**src/rtl/dram_addr_mux.sv**
```systemverilog
// dram_addr_mux -- DRAM row/column address multiplexer and RAS/CAS sequencer.
//
// Sequences one access per request through ROW -> COL -> CAS -> PRE, with
// optional periodic refresh (REF -> PRE) when DRAM_MUX_REFRESH_EN is defined.
// Every output is registered except ma, which is a combinational mux of the
// latched address (or the refresh row) gated by noe.
//
// Ports:
//   clk   in   clock, rising edge
//   rst   in   asynchronous active-high reset
//   req   in   access request (level), sampled only when the FSM can launch
//   addr  in   [2*MUX_W-1:0] row = addr[MUX_W-1:0], column = addr[2*MUX_W-1:MUX_W]
//   noe   in   active-low output enable; 1 forces ma to zero
//   ma    out  [MUX_W-1:0] multiplexed DRAM address
//   sel   out  0 = row on ma, 1 = column on ma
//   nras  out  row strobe, active-low
//   ncas  out  column strobe, active-low
//   busy  out  high in every state except IDLE
//   ack   out  one-cycle pulse in the last CAS cycle
//   rfsh  out  high during a refresh cycle
//
// Build option: define DRAM_MUX_REFRESH_EN to include the refresh interval
// counter, refresh row counter and the REF state. Without it rfsh stays 0.
module dram_addr_mux #(
  parameter int MUX_W            = 8,
  parameter int T_RCD            = 1,
  parameter int T_CAS            = 2,
  parameter int T_RP             = 2,
  parameter int REFRESH_INTERVAL = 64
) (
  input  logic                 clk,
  input  logic                 rst,
  input  logic                 req,
  input  logic [2*MUX_W-1:0]   addr,
  input  logic                 noe,
  output logic [MUX_W-1:0]     ma,
  output logic                 sel,
  output logic                 nras,
  output logic                 ncas,
  output logic                 busy,
  output logic                 ack,
  output logic                 rfsh
);

  localparam int REF_CYC = T_RCD + 1 + T_CAS;
  localparam int CNT_MAX = (REF_CYC > T_RP) ? REF_CYC : T_RP;
  localparam int CW      = $clog2(CNT_MAX + 1);

  // Down-counter reload values: a phase of N cycles loads N-1 and exits at 0.
  localparam logic [CW-1:0] RCD_LD = CW'(T_RCD - 1);
  localparam logic [CW-1:0] CAS_LD = CW'(T_CAS - 1);
  localparam logic [CW-1:0] RP_LD  = CW'(T_RP - 1);
  localparam logic [CW-1:0] REF_LD = CW'(REF_CYC - 1);

  typedef enum logic [2:0] {S_IDLE, S_ROW, S_COL, S_CAS, S_PRE, S_REF} state_t;

  state_t               r_state;
  logic [CW-1:0]        r_cnt;
  logic [2*MUX_W-1:0]   r_addr;
  logic                 r_sel, r_nras, r_ncas, r_busy, r_ack, r_rfsh;
  logic                 w_launch;
  logic                 w_ref_go;
  logic [MUX_W-1:0]     w_ma;

  // The FSM may start a new operation from IDLE or straight out of the last
  // PRE cycle, which gives back-to-back accesses with no idle gap.
  assign w_launch = (r_state == S_IDLE) || (r_state == S_PRE && r_cnt == '0);

`ifdef DRAM_MUX_REFRESH_EN
  localparam int IW = (REFRESH_INTERVAL > 2) ? $clog2(REFRESH_INTERVAL) : 1;

  logic [IW-1:0]    r_ivl;
  logic             r_pend;
  logic [MUX_W-1:0] r_row;
  logic             w_tick;

  assign w_tick   = (r_ivl == IW'(REFRESH_INTERVAL - 1));
  assign w_ref_go = w_launch && r_pend;

  // A tick on the same edge that services the old request re-arms pending,
  // so requests are neither dropped nor merged.
  always_ff @(posedge clk or posedge rst) begin
    if (rst) begin
      r_ivl  <= '0;
      r_pend <= 1'b0;
      r_row  <= '0;
    end else begin
      r_ivl  <= w_tick ? '0 : r_ivl + IW'(1);
      r_pend <= w_tick || (r_pend && !w_ref_go);
      if (r_state == S_REF && r_cnt == '0) r_row <= r_row + MUX_W'(1);
    end
  end
`else
  assign w_ref_go = 1'b0;
`endif

  always_ff @(posedge clk or posedge rst) begin
    if (rst) begin
      r_state <= S_IDLE;
      r_cnt   <= '0;
      r_addr  <= '0;
      r_sel   <= 1'b0;
      r_nras  <= 1'b1;
      r_ncas  <= 1'b1;
      r_busy  <= 1'b0;
      r_ack   <= 1'b0;
      r_rfsh  <= 1'b0;
    end else begin
      r_ack <= 1'b0;
      case (r_state)
        S_ROW: begin
          if (r_cnt == '0) begin
            r_state <= S_COL;
            r_sel   <= 1'b1;
          end else r_cnt <= r_cnt - CW'(1);
        end
        // Single column-address setup cycle before CAS falls.
        S_COL: begin
          r_state <= S_CAS;
          r_ncas  <= 1'b0;
          r_cnt   <= CAS_LD;
          r_ack   <= (T_CAS == 1);
        end
        S_CAS: begin
          if (r_cnt == '0) begin
            r_state <= S_PRE;
            r_nras  <= 1'b1;
            r_ncas  <= 1'b1;
            r_sel   <= 1'b0;
            r_cnt   <= RP_LD;
          end else begin
            r_cnt <= r_cnt - CW'(1);
            r_ack <= (r_cnt == CW'(1));
          end
        end
        S_REF: begin
          if (r_cnt == '0) begin
            r_state <= S_PRE;
            r_nras  <= 1'b1;
            r_rfsh  <= 1'b0;
            r_cnt   <= RP_LD;
          end else r_cnt <= r_cnt - CW'(1);
        end
        S_IDLE, S_PRE: begin
          if (!w_launch) begin
            r_cnt <= r_cnt - CW'(1);
          end else if (w_ref_go) begin
            r_state <= S_REF;
            r_cnt   <= REF_LD;
            r_nras  <= 1'b0;
            r_ncas  <= 1'b1;
            r_sel   <= 1'b0;
            r_busy  <= 1'b1;
            r_rfsh  <= 1'b1;
          end else if (req) begin
            r_state <= S_ROW;
            r_cnt   <= RCD_LD;
            r_addr  <= addr;
            r_nras  <= 1'b0;
            r_ncas  <= 1'b1;
            r_sel   <= 1'b0;
            r_busy  <= 1'b1;
          end else begin
            r_state <= S_IDLE;
            r_nras  <= 1'b1;
            r_ncas  <= 1'b1;
            r_sel   <= 1'b0;
            r_busy  <= 1'b0;
          end
        end
        default: begin
          r_state <= S_IDLE;
          r_cnt   <= '0;
          r_nras  <= 1'b1;
          r_ncas  <= 1'b1;
          r_sel   <= 1'b0;
          r_busy  <= 1'b0;
          r_rfsh  <= 1'b0;
        end
      endcase
    end
  end

  always_comb begin
    w_ma = r_sel ? r_addr[2*MUX_W-1:MUX_W] : r_addr[MUX_W-1:0];
`ifdef DRAM_MUX_REFRESH_EN
    if (r_rfsh) w_ma = r_row;
`endif
    if (noe) w_ma = '0;
  end

  assign ma   = w_ma;
  assign sel  = r_sel;
  assign nras = r_nras;
  assign ncas = r_ncas;
  assign busy = r_busy;
  assign ack  = r_ack;
  assign rfsh = r_rfsh;

endmodule

```
**config.mk**
```make
export PLATFORM = sky130hd
export DESIGN_NAME = dram_addr_mux
export DESIGN_NICKNAME = d
export VERILOG_FILES = /design/src/rtl/dram_addr_mux.sv
export SDC_FILE = /design/constraint.sdc
export NUM_CORES = 1
export LEC_CHECK = 0
export CELL_PAD_IN_SITES_DETAIL_PLACEMENT = 0
export CELL_PAD_IN_SITES_GLOBAL_PLACEMENT = 1
export CORE_UTILIZATION = 38
export DETAILED_ROUTE_END_ITERATION = 10
export HOLD_SLACK_MARGIN = 0.05
export PLACE_DENSITY = 0.77
export REMOVE_ABC_BUFFERS = 1
export SLEW_MARGIN = 20
export SYNTH_ARGS = -nofsm -noshare
export SYNTH_HDL_FRONTEND = slang
export SYNTH_SLANG_ARGS = --single-unit
```
**constraint.sdc**
```tcl
create_clock -name clk -period 2 [get_ports clk]
set_input_delay 0.4 -clock clk [delete_from_list [all_inputs] [get_ports clk]]
set_output_delay 0.4 -clock clk [all_outputs]
set_load 0.02 [all_outputs]
```
==> impl_summary.log, run 1 <==
INFO  metric result_of_the_run = complete, no violations
INFO  metric cts_tree = yes
INFO  metric routed_via_density = around 5
INFO  metric combinational_family_with_the_most_area_after_synthesis = multiplexers
INFO  metric critPathTopFamily = buffers and inverters
INFO  metric yosys.area_share.adder = 0.0260
INFO  metric synth-async-reset-ratio = 1.00
INFO  metric synthTopCellsByArea = sky130_fd_sc_hd__dfrtp_1 43%, sky130_fd_sc_hd__mux2_4 9.4%, sky130_fd_sc_hd__mux2i_1 5.6%, sky130_fd_sc_hd__mux2_2 5.5%, sky130_fd_sc_hd__dfstp_2 3.6%
INFO  metric final_hold_viol_count = 0
INFO  metric dieHeight = about 64 um
INFO  metric timing.max_cap.violations = 0
INFO  metric place.port_buffers = 32
INFO  metric routabilityCongestion = slightly below 0.8
INFO  metric synth_simple_gate_area_frac = 0.0867
INFO  metric synth_edf_count = 0
INFO  metric cts_clock_pin_slew_for_the_worst_setup_and_hold_paths = 0.10 ns
INFO  metric core_area = approximately 3700 um2
INFO  metric logic_depth_of_the_worst_setup_path_including_buffers = 4
INFO  metric wl_per_cell = roughly 14 um
INFO  metric share_of_the_yosys_chip_area_belonging_to_registers = 0.470
INFO  metric crit_path_end_kind = primary output
INFO  metric share_of_synthesized_area_spent_on_multiplexers = 0.204
INFO  metric gr-usage-all-layers = 0.153
INFO  metric critical-path-slowest-cell = sky130_fd_sc_hd__dfrtp_1
INFO  metric leakagePower = about 0.83 nW
INFO  metric netlist_area = between 1000 and 1500 um2
INFO  metric total_count_of_max_transition_violations_in_the_final_report = 0
INFO  metric fin_cells = between 200 and 250
INFO  metric critPathRequiredTime = around 1.6 ns
INFO  metric place_area = 1840 um2
INFO  metric row_count = 22
INFO  metric pin_count = 34
INFO  metric rrSetupSlack = around 0.21 ns
INFO  metric grt_max_degree = 18
INFO  metric cts_max_level = 1
INFO  metric worst_r2r_startpoint = r_cnt[0]
INFO  metric insertion_delay = roughly 0.27 ns
INFO  metric synthToLayoutAreaGrowth = 29.7%
INFO  metric finalSetupViolations = 0
INFO  metric dr.pass1.iters = 4
INFO  metric finalClockSkew = approximately 0.0064 ns
INFO  metric cp-start-kind = flop
INFO  metric grt_pass1_vias = around 1000
INFO  metric hpwlAfterDp = ~2200 um
INFO  metric number_of_post_cts_setup_repair_buffers = 0
INFO  metric detail_route.drc_violations = 0
INFO  metric post_synth.cell_area_avg = 11.3 um2
INFO  metric power.ir.vdd_worst = roughly 0.0007 V
INFO  metric netlist.top_cell.by_area = sky130_fd_sc_hd__dfrtp_1
INFO  metric critical-path-max-stage-delay = 0.41 ns
INFO  metric cts-resized-gates = 9
INFO  metric post-route-period-util = 0.912
INFO  metric synth_compound_area_frac = 0.144
INFO  metric fillerInstances = between 300 and 400
INFO  metric min-delay-path-class = in -> async
INFO  metric drive_gt1_frac = 0.193
INFO  metric rsz_0062_raised_after_global_routing = no
INFO  metric die_x = between 60 and 70 um
INFO  metric clockRootBuffer = sky130_fd_sc_hd__clkbuf_8
INFO  metric r2r.worst_path.cells = 6
INFO  metric worst_ep_arrival_time = about 1.4 ns
INFO  metric synthXorXnorAreaFrac = 0.00607
INFO  metric layout.cell_area.non_filler = around 1900 um2
INFO  metric tritoncts.num_buffers = 3
INFO  metric max_slew_margin = 0.646
INFO  metric routed-via-count = ~1100
INFO  metric p_per_area = between 1000 and 1500 nW/um2
INFO  metric rr_endpoint = r_addr[14]
INFO  metric timing.critical_path.to = ma[3]
INFO  metric fmax = roughly 0.55 GHz
INFO  metric die_area = 4050 um2
INFO  metric floorplan.initialDensity = 0.394
INFO  metric n_diodes = 0
INFO  metric multi_input_area = 677 um2
INFO  metric least_margin_pin_slew = around 0.53 ns
INFO  metric holdBufCountCts = 0
INFO  metric crit_type = reg -> out
INFO  metric crit_chain = buf_12 > mux2i_1 > nor2_1 > dlygate4sd2_1
INFO  metric placed_cells = between 200 and 250
INFO  metric synthDominantCellAreaShare = 0.434
INFO  metric layout.nets = between 150 and 200
INFO  metric grt_first_pass_wirelength = 4930 um
INFO  metric numClockSinks = 27
INFO  metric synth_cell_type_count = 37
INFO  metric routed_wirelength = ~3000 um
INFO  metric cp.buffers_inverters = 2
INFO  metric fin_crit = approximately 1.8 ns
INFO  metric layout.area.seq = a little under 700 um2
INFO  metric yosys_warnings = 0
INFO  metric syn-instance-count = between 100 and 150
INFO  metric max-clock-path-buffers = 2
INFO  metric residual_antenna_violating_net_count_after_detailed_routing = 0
INFO  metric grt_overflow = 0
INFO  metric dr.first_iter.drc_count = 11
INFO  metric synth_seq_cells = 27
INFO  metric critPathMaxFanout = 9
INFO  metric yosys_most_used_dff = sky130_fd_sc_hd__dfrtp_1
INFO  metric timing.critical_path.from = sel
INFO  metric number_of_antenna_violations_at_the_first_check_in_global_routing = 0
[cells in the final DEF (no fill, tap or decap), types with 2 or more instances in the layout]
cell,count
sky130_fd_sc_hd__o22ai_1,4
sky130_fd_sc_hd__o21ai_0,7
sky130_fd_sc_hd__o31ai_1,2
sky130_fd_sc_hd__dlygate4sd2_1,9
sky130_fd_sc_hd__dfstp_2,2
sky130_fd_sc_hd__a31oi_1,3
sky130_fd_sc_hd__inv_1,8
sky130_fd_sc_hd__clkbuf_8,3
sky130_fd_sc_hd__clkdlybuf4s50_1,23
sky130_fd_sc_hd__buf_4,4
sky130_fd_sc_hd__ha_1,3
sky130_fd_sc_hd__a21oi_1,4
sky130_fd_sc_hd__mux2i_1,8
sky130_fd_sc_hd__buf_12,2
sky130_fd_sc_hd__nor2_1,12
sky130_fd_sc_hd__dfrtp_1,25
sky130_fd_sc_hd__mux2_2,7
sky130_fd_sc_hd__mux2_4,9
sky130_fd_sc_hd__nand2_1,4
sky130_fd_sc_hd__nor2b_1,4
[worst min-delay path by stage]
| stage | to |
|---|---|
| after floorplan | ack |
| after global placement | nras |
| after detailed placement | nras |
| after CTS | r_state[2] |
| after global routing | r_addr[1] |
| final | r_addr[1] |
[kinds of logic (layout without fill, tap and decap cells)]
family | after synthesis | in the layout
compound gates | 30 | 30
mux | 24 | 24
xor+xnor | 1 | 1
fa+ha+maj | 3 | 3
buf+inv | 17 | 50
other cells | 1 | 1
simple gates | 25 | 25
flops | 27 | 27
[layout make-up]
class | count | share of cell area
clock buffer | 3 | 0.0221
clock inverter | 1 | 0.00268
inverter | 8 | 0.0161
multi-input combinational | 84 | 0.362
sequential | 27 | 0.363
tap | 48 | 0.0321
timing repair buffer | 38 | 0.203
[sequential cells by signal (all words and copies together) (netlist names)]
signal,count
r_addr,16
r_cnt,3
r_state,3
ack,1
busy,1
ncas,1
nras,1
sel,1
[routing by layer]
layer  wire length [um]  track usage
met5                  0            0
met4                  7       0.0256
met3                116       0.0236
met2               1440        0.263
met1               1420        0.203
[power by group]
part / internal (mW) / switching, mW / total (mW)
Sequential: 0.820 / 0.204 / 1.02
Clock: 0.139 / 0.168 / 0.307
Combinational: 0.750 / 0.694 / 1.44
[worst reg2reg max path, delay by kind of cell, from the launching register on]
family	cells	cell delay [ns]
buf+inv	2	0.33
mux	1	0.34
fa+ha+maj	1	0.26
compound gates	1	0.19
flops	1	0.42
simple gates	1	0.13
[through the flow]
step	setup WS, ns	setup TNS (ns)	total power [mW]	utilization	hold slack [ns]
after floorplan	0.188	0	2.00	-	0.451
after global placement	-0.116	-0.797	2.48	0.501	0.474
after detailed placement	-0.148	-1.10	2.54	0.501	0.472
after CTS	0.132	0	2.81	0.511	0.439
after global routing	0.101	0	2.97	0.511	0.469
final	0.175	0	2.78	0.511	0.422
[synth_stat cells (2+ instances only)]
| master | instances |
|---|---|
| sky130_fd_sc_hd__a21oi_1 | 4 |
| sky130_fd_sc_hd__a31oi_1 | 3 |
| sky130_fd_sc_hd__buf_2 | 3 |
| sky130_fd_sc_hd__clkbuf_1 | 3 |
| sky130_fd_sc_hd__dfrtp_1 | 25 |
| sky130_fd_sc_hd__dfstp_2 | 2 |
| sky130_fd_sc_hd__ha_1 | 3 |
| sky130_fd_sc_hd__inv_1 | 8 |
| sky130_fd_sc_hd__mux2_2 | 7 |
| sky130_fd_sc_hd__mux2_4 | 9 |
| sky130_fd_sc_hd__mux2i_1 | 8 |
| sky130_fd_sc_hd__nand2_1 | 4 |
| sky130_fd_sc_hd__nor2_1 | 12 |
| sky130_fd_sc_hd__nor2b_1 | 4 |
| sky130_fd_sc_hd__o21ai_0 | 7 |
| sky130_fd_sc_hd__o22ai_1 | 4 |
| sky130_fd_sc_hd__o31ai_1 | 2 |
No activity file was read; power rests on OpenSTA's default activity.
==> inputs of run 2 (changes only) <==
--- a/config.mk
+++ b/config.mk
@@ -7,12 +7,12 @@
 export LEC_CHECK = 0
 export CELL_PAD_IN_SITES_DETAIL_PLACEMENT = 0
 export CELL_PAD_IN_SITES_GLOBAL_PLACEMENT = 1
+export CORE_MARGIN = 2
 export CORE_UTILIZATION = 38
 export DETAILED_ROUTE_END_ITERATION = 10
 export HOLD_SLACK_MARGIN = 0.05
 export PLACE_DENSITY = 0.77
 export REMOVE_ABC_BUFFERS = 1
-export SLEW_MARGIN = 20
 export SYNTH_ARGS = -nofsm -noshare
 export SYNTH_HDL_FRONTEND = slang
 export SYNTH_SLANG_ARGS = --single-unit
==> run 2 against run 1 <==
  * Non-clock buffer count unchanged
  * Critical path type unchanged
  * Global-route usage is 0.12 points higher
  * Clock-buffer cell count up 1
  * Routed wire length is 1.6% lower
  * Final cell count did not move
==> impl_summary.log, run 2 (synthesis gave the netlist of run 1 again) <==
INFO  metric die_x = between 60 and 70 um
INFO  metric clockRootBuffer = sky130_fd_sc_hd__clkbuf_8
INFO  metric hpwlAfterDp = 2100 um
INFO  metric gr-usage-all-layers = 0.154
INFO  metric cell_internal_pwr = 1.73 mW
INFO  metric largestRegisters = r_addr: 16 flops, r_cnt: 3 flops, r_state: 3 flops
INFO  metric largest_register_by_flop_count = r_addr
INFO  metric postLayoutCoreUtil = 0.512
INFO  metric layout.nets = between 150 and 200
INFO  metric dr.pass1.iters = 4
INFO  metric finalSetupViolations = 0
INFO  metric total_count_of_max_transition_violations_in_the_final_report = 0
INFO  metric detail_route.drc_violations = 0
INFO  metric final_common_cell = sky130_fd_sc_hd__dfrtp_1
INFO  metric fin_cells = 209
INFO  metric max-clock-path-buffers = 2
INFO  metric grt_pass1_vias = about 1100
INFO  metric share_clk_of_total_power = 0.108
INFO  metric critical-path-max-stage-delay = 0.60 ns
INFO  metric dieHeight = 65.6 um
INFO  metric place_area = 1840 um2
INFO  metric placed_cells = 205
INFO  metric fmax = 0.535 GHz
INFO  metric least_margin_pin_slew = approximately 0.54 ns
INFO  metric grt_first_pass_wirelength = roughly 5200 um
INFO  metric critical-path-slowest-cell = sky130_fd_sc_hd__clkdlybuf4s50_1
INFO  metric timing.max_cap.violations = 0
INFO  metric drive_gt1_frac = 0.186
INFO  metric mostFrequentLayoutCells = 25 x sky130_fd_sc_hd__dfrtp_1, 23 x sky130_fd_sc_hd__clkdlybuf4s50_1, 12 x sky130_fd_sc_hd__nor2_1, 9 x sky130_fd_sc_hd__mux2_4
INFO  metric n_diodes = 0
INFO  metric crit_chain = buf_12 > clkdlybuf4s50_1
INFO  metric number_of_antenna_violations_at_the_first_check_in_global_routing = 0
INFO  metric synthToLayoutAreaGrowth = 29.8%
INFO  metric final.setup.tns = 0 ns
INFO  metric tritoncts.num_buffers = 3
INFO  metric p_per_area = 1480 nW/um2
INFO  metric fin_crit = 1.87 ns
INFO  metric critPathRequiredTime = 1.60 ns
INFO  metric layout.cell_area.non_filler = ~1900 um2
INFO  metric routed_wirelength = roughly 2900 um
INFO  metric core_area = approximately 3700 um2
INFO  metric power.share.combinational = 0.530
INFO  metric net-switching-power = approximately 1.1 mW
INFO  metric final_hold_viol_count = 0
INFO  metric critPathMaxFanout = 8
INFO  metric seqPwrFrac = 0.362
INFO  metric worst_ep_arrival_time = between 1 and 1.5 ns
INFO  metric cp-start-kind = flop
INFO  metric insertion_delay = around 0.26 ns
INFO  metric post-route-period-util = 0.934
INFO  metric pin_count = 34
INFO  metric numClockSinks = 27
INFO  metric grt_max_degree = 28
INFO  metric routed-via-count = about 1100
INFO  metric cts_tree = yes
INFO  metric min-delay-path-class = reg -> reg
INFO  metric dr.first_iter.drc_count = 24
INFO  metric max_slew_margin = 0.637
INFO  metric row_count = 22
INFO  metric critPathTopFamily = buffers and inverters
INFO  metric rsz_0062_raised_after_global_routing = no
INFO  metric floorplan.initialDensity = 0.394
INFO  metric crit_type = reg -> out
INFO  metric power.ir.vdd_worst = ~0.00073 V
INFO  metric finalClockSkew = approximately 0.0026 ns
INFO  metric leakagePower = 0.843 nW
INFO  metric report.power.total = roughly 2.8 mW
INFO  metric cts_max_level = 1
INFO  metric place.port_buffers = 32
INFO  metric wl_per_cell = about 14 um
INFO  metric residual_antenna_violating_net_count_after_detailed_routing = 0
INFO  metric cts_clock_pin_slew_for_the_worst_setup_and_hold_paths = around 0.09 ns
INFO  metric result_of_the_run = complete, no violations
INFO  metric routed_via_density = between 5 and 6
INFO  metric cp.buffers_inverters = 2
INFO  metric switching_share = 0.379
INFO  metric routabilityCongestion = 0.864
INFO  metric die_area = about 4300 um2
INFO  metric grt_overflow = 0
INFO  metric holdBufCountCts = 0
INFO  metric largest_register_ff_count = 16
INFO  metric crit_path_end_kind = primary output
[run 2: cell count changes in the layout (fill, tap and decap cells not counted), sizes merged]
cell | previous run | this run
dlygate4sd2 | 9 | 8
clkinv | 1 | 0
clkbuf | 3 | 4
dlymetal6s2s | 0 | 1
[run 2: final timing paths]
kind / endpoint / cells past startpoint / slack (ns) / from
hold / removal: nras / 2 / 0.48 / nras
min in group asynchronous: r_addr[1] / 3 / 0.51 / rst
max in group asynchronous: nras / 3 / 1.19 / rst
setup / recovery: sel / 2 / 0.13 / sel
hold reg to reg: nras / 2 / 0.48 / nras
setup reg to reg: r_addr[2] / 6 / 0.21 / r_cnt[0]
[run 2: what timing repair did]
item,in CTS,in global routing
gates cloned,0,0
setup endpoints to repair,8,1
resized for setup,8,1
buffers inserted,0,0
[run 2: area by class of cell]
class / instances / area [um2]
clock buffers: 4 / 45.0
fillers: 336 / 1790
inverters: 8 / 30.0
multi-input cells: 84 / 677
flip-flops and latches: 27 / 678
well taps: 48 / 60.1
repair buffers: 38 / 383
[run 2: worst min-delay path: stages, from the launching register on]
cell and delay (ns):
sky130_fd_sc_hd__dfstp_2 0.38, sky130_fd_sc_hd__inv_1 0.04, sky130_fd_sc_hd__a31oi_1 0.06
[run 2: per-layer routing]
metal,GRT usage,share of wire
met1,0.218,0.48
met2,0.249,0.47
met3,0.0188,0.048
met4,0.0417,0.0034
met5,0,0
[run 2: power by group through the flow]
stage | registers (mW) | logic [mW] | clock network, mW
floorplan | 1.07 | 0.930 | 0
global placement | 1.00 | 1.49 | 0
detailed placement | 1.02 | 1.52 | 0
CTS | 1.01 | 1.49 | 0.314
global route | 1.05 | 1.65 | 0.341
finish | 1.01 | 1.47 | 0.300
[run 2: through the flow]
| stage | hold WS, ns | worst slack [ns] |
|---|---|---|
| 5_1_grt | 0.519 | 0.0343 |
| 2_1_floorplan | 0.451 | 0.188 |
| 6_report | 0.484 | 0.132 |
| 4_1_cts | 0.489 | 0.0224 |
| 3_3_place_gp | 0.473 | -0.156 |
| 3_5_place_dp | 0.476 | -0.175 |
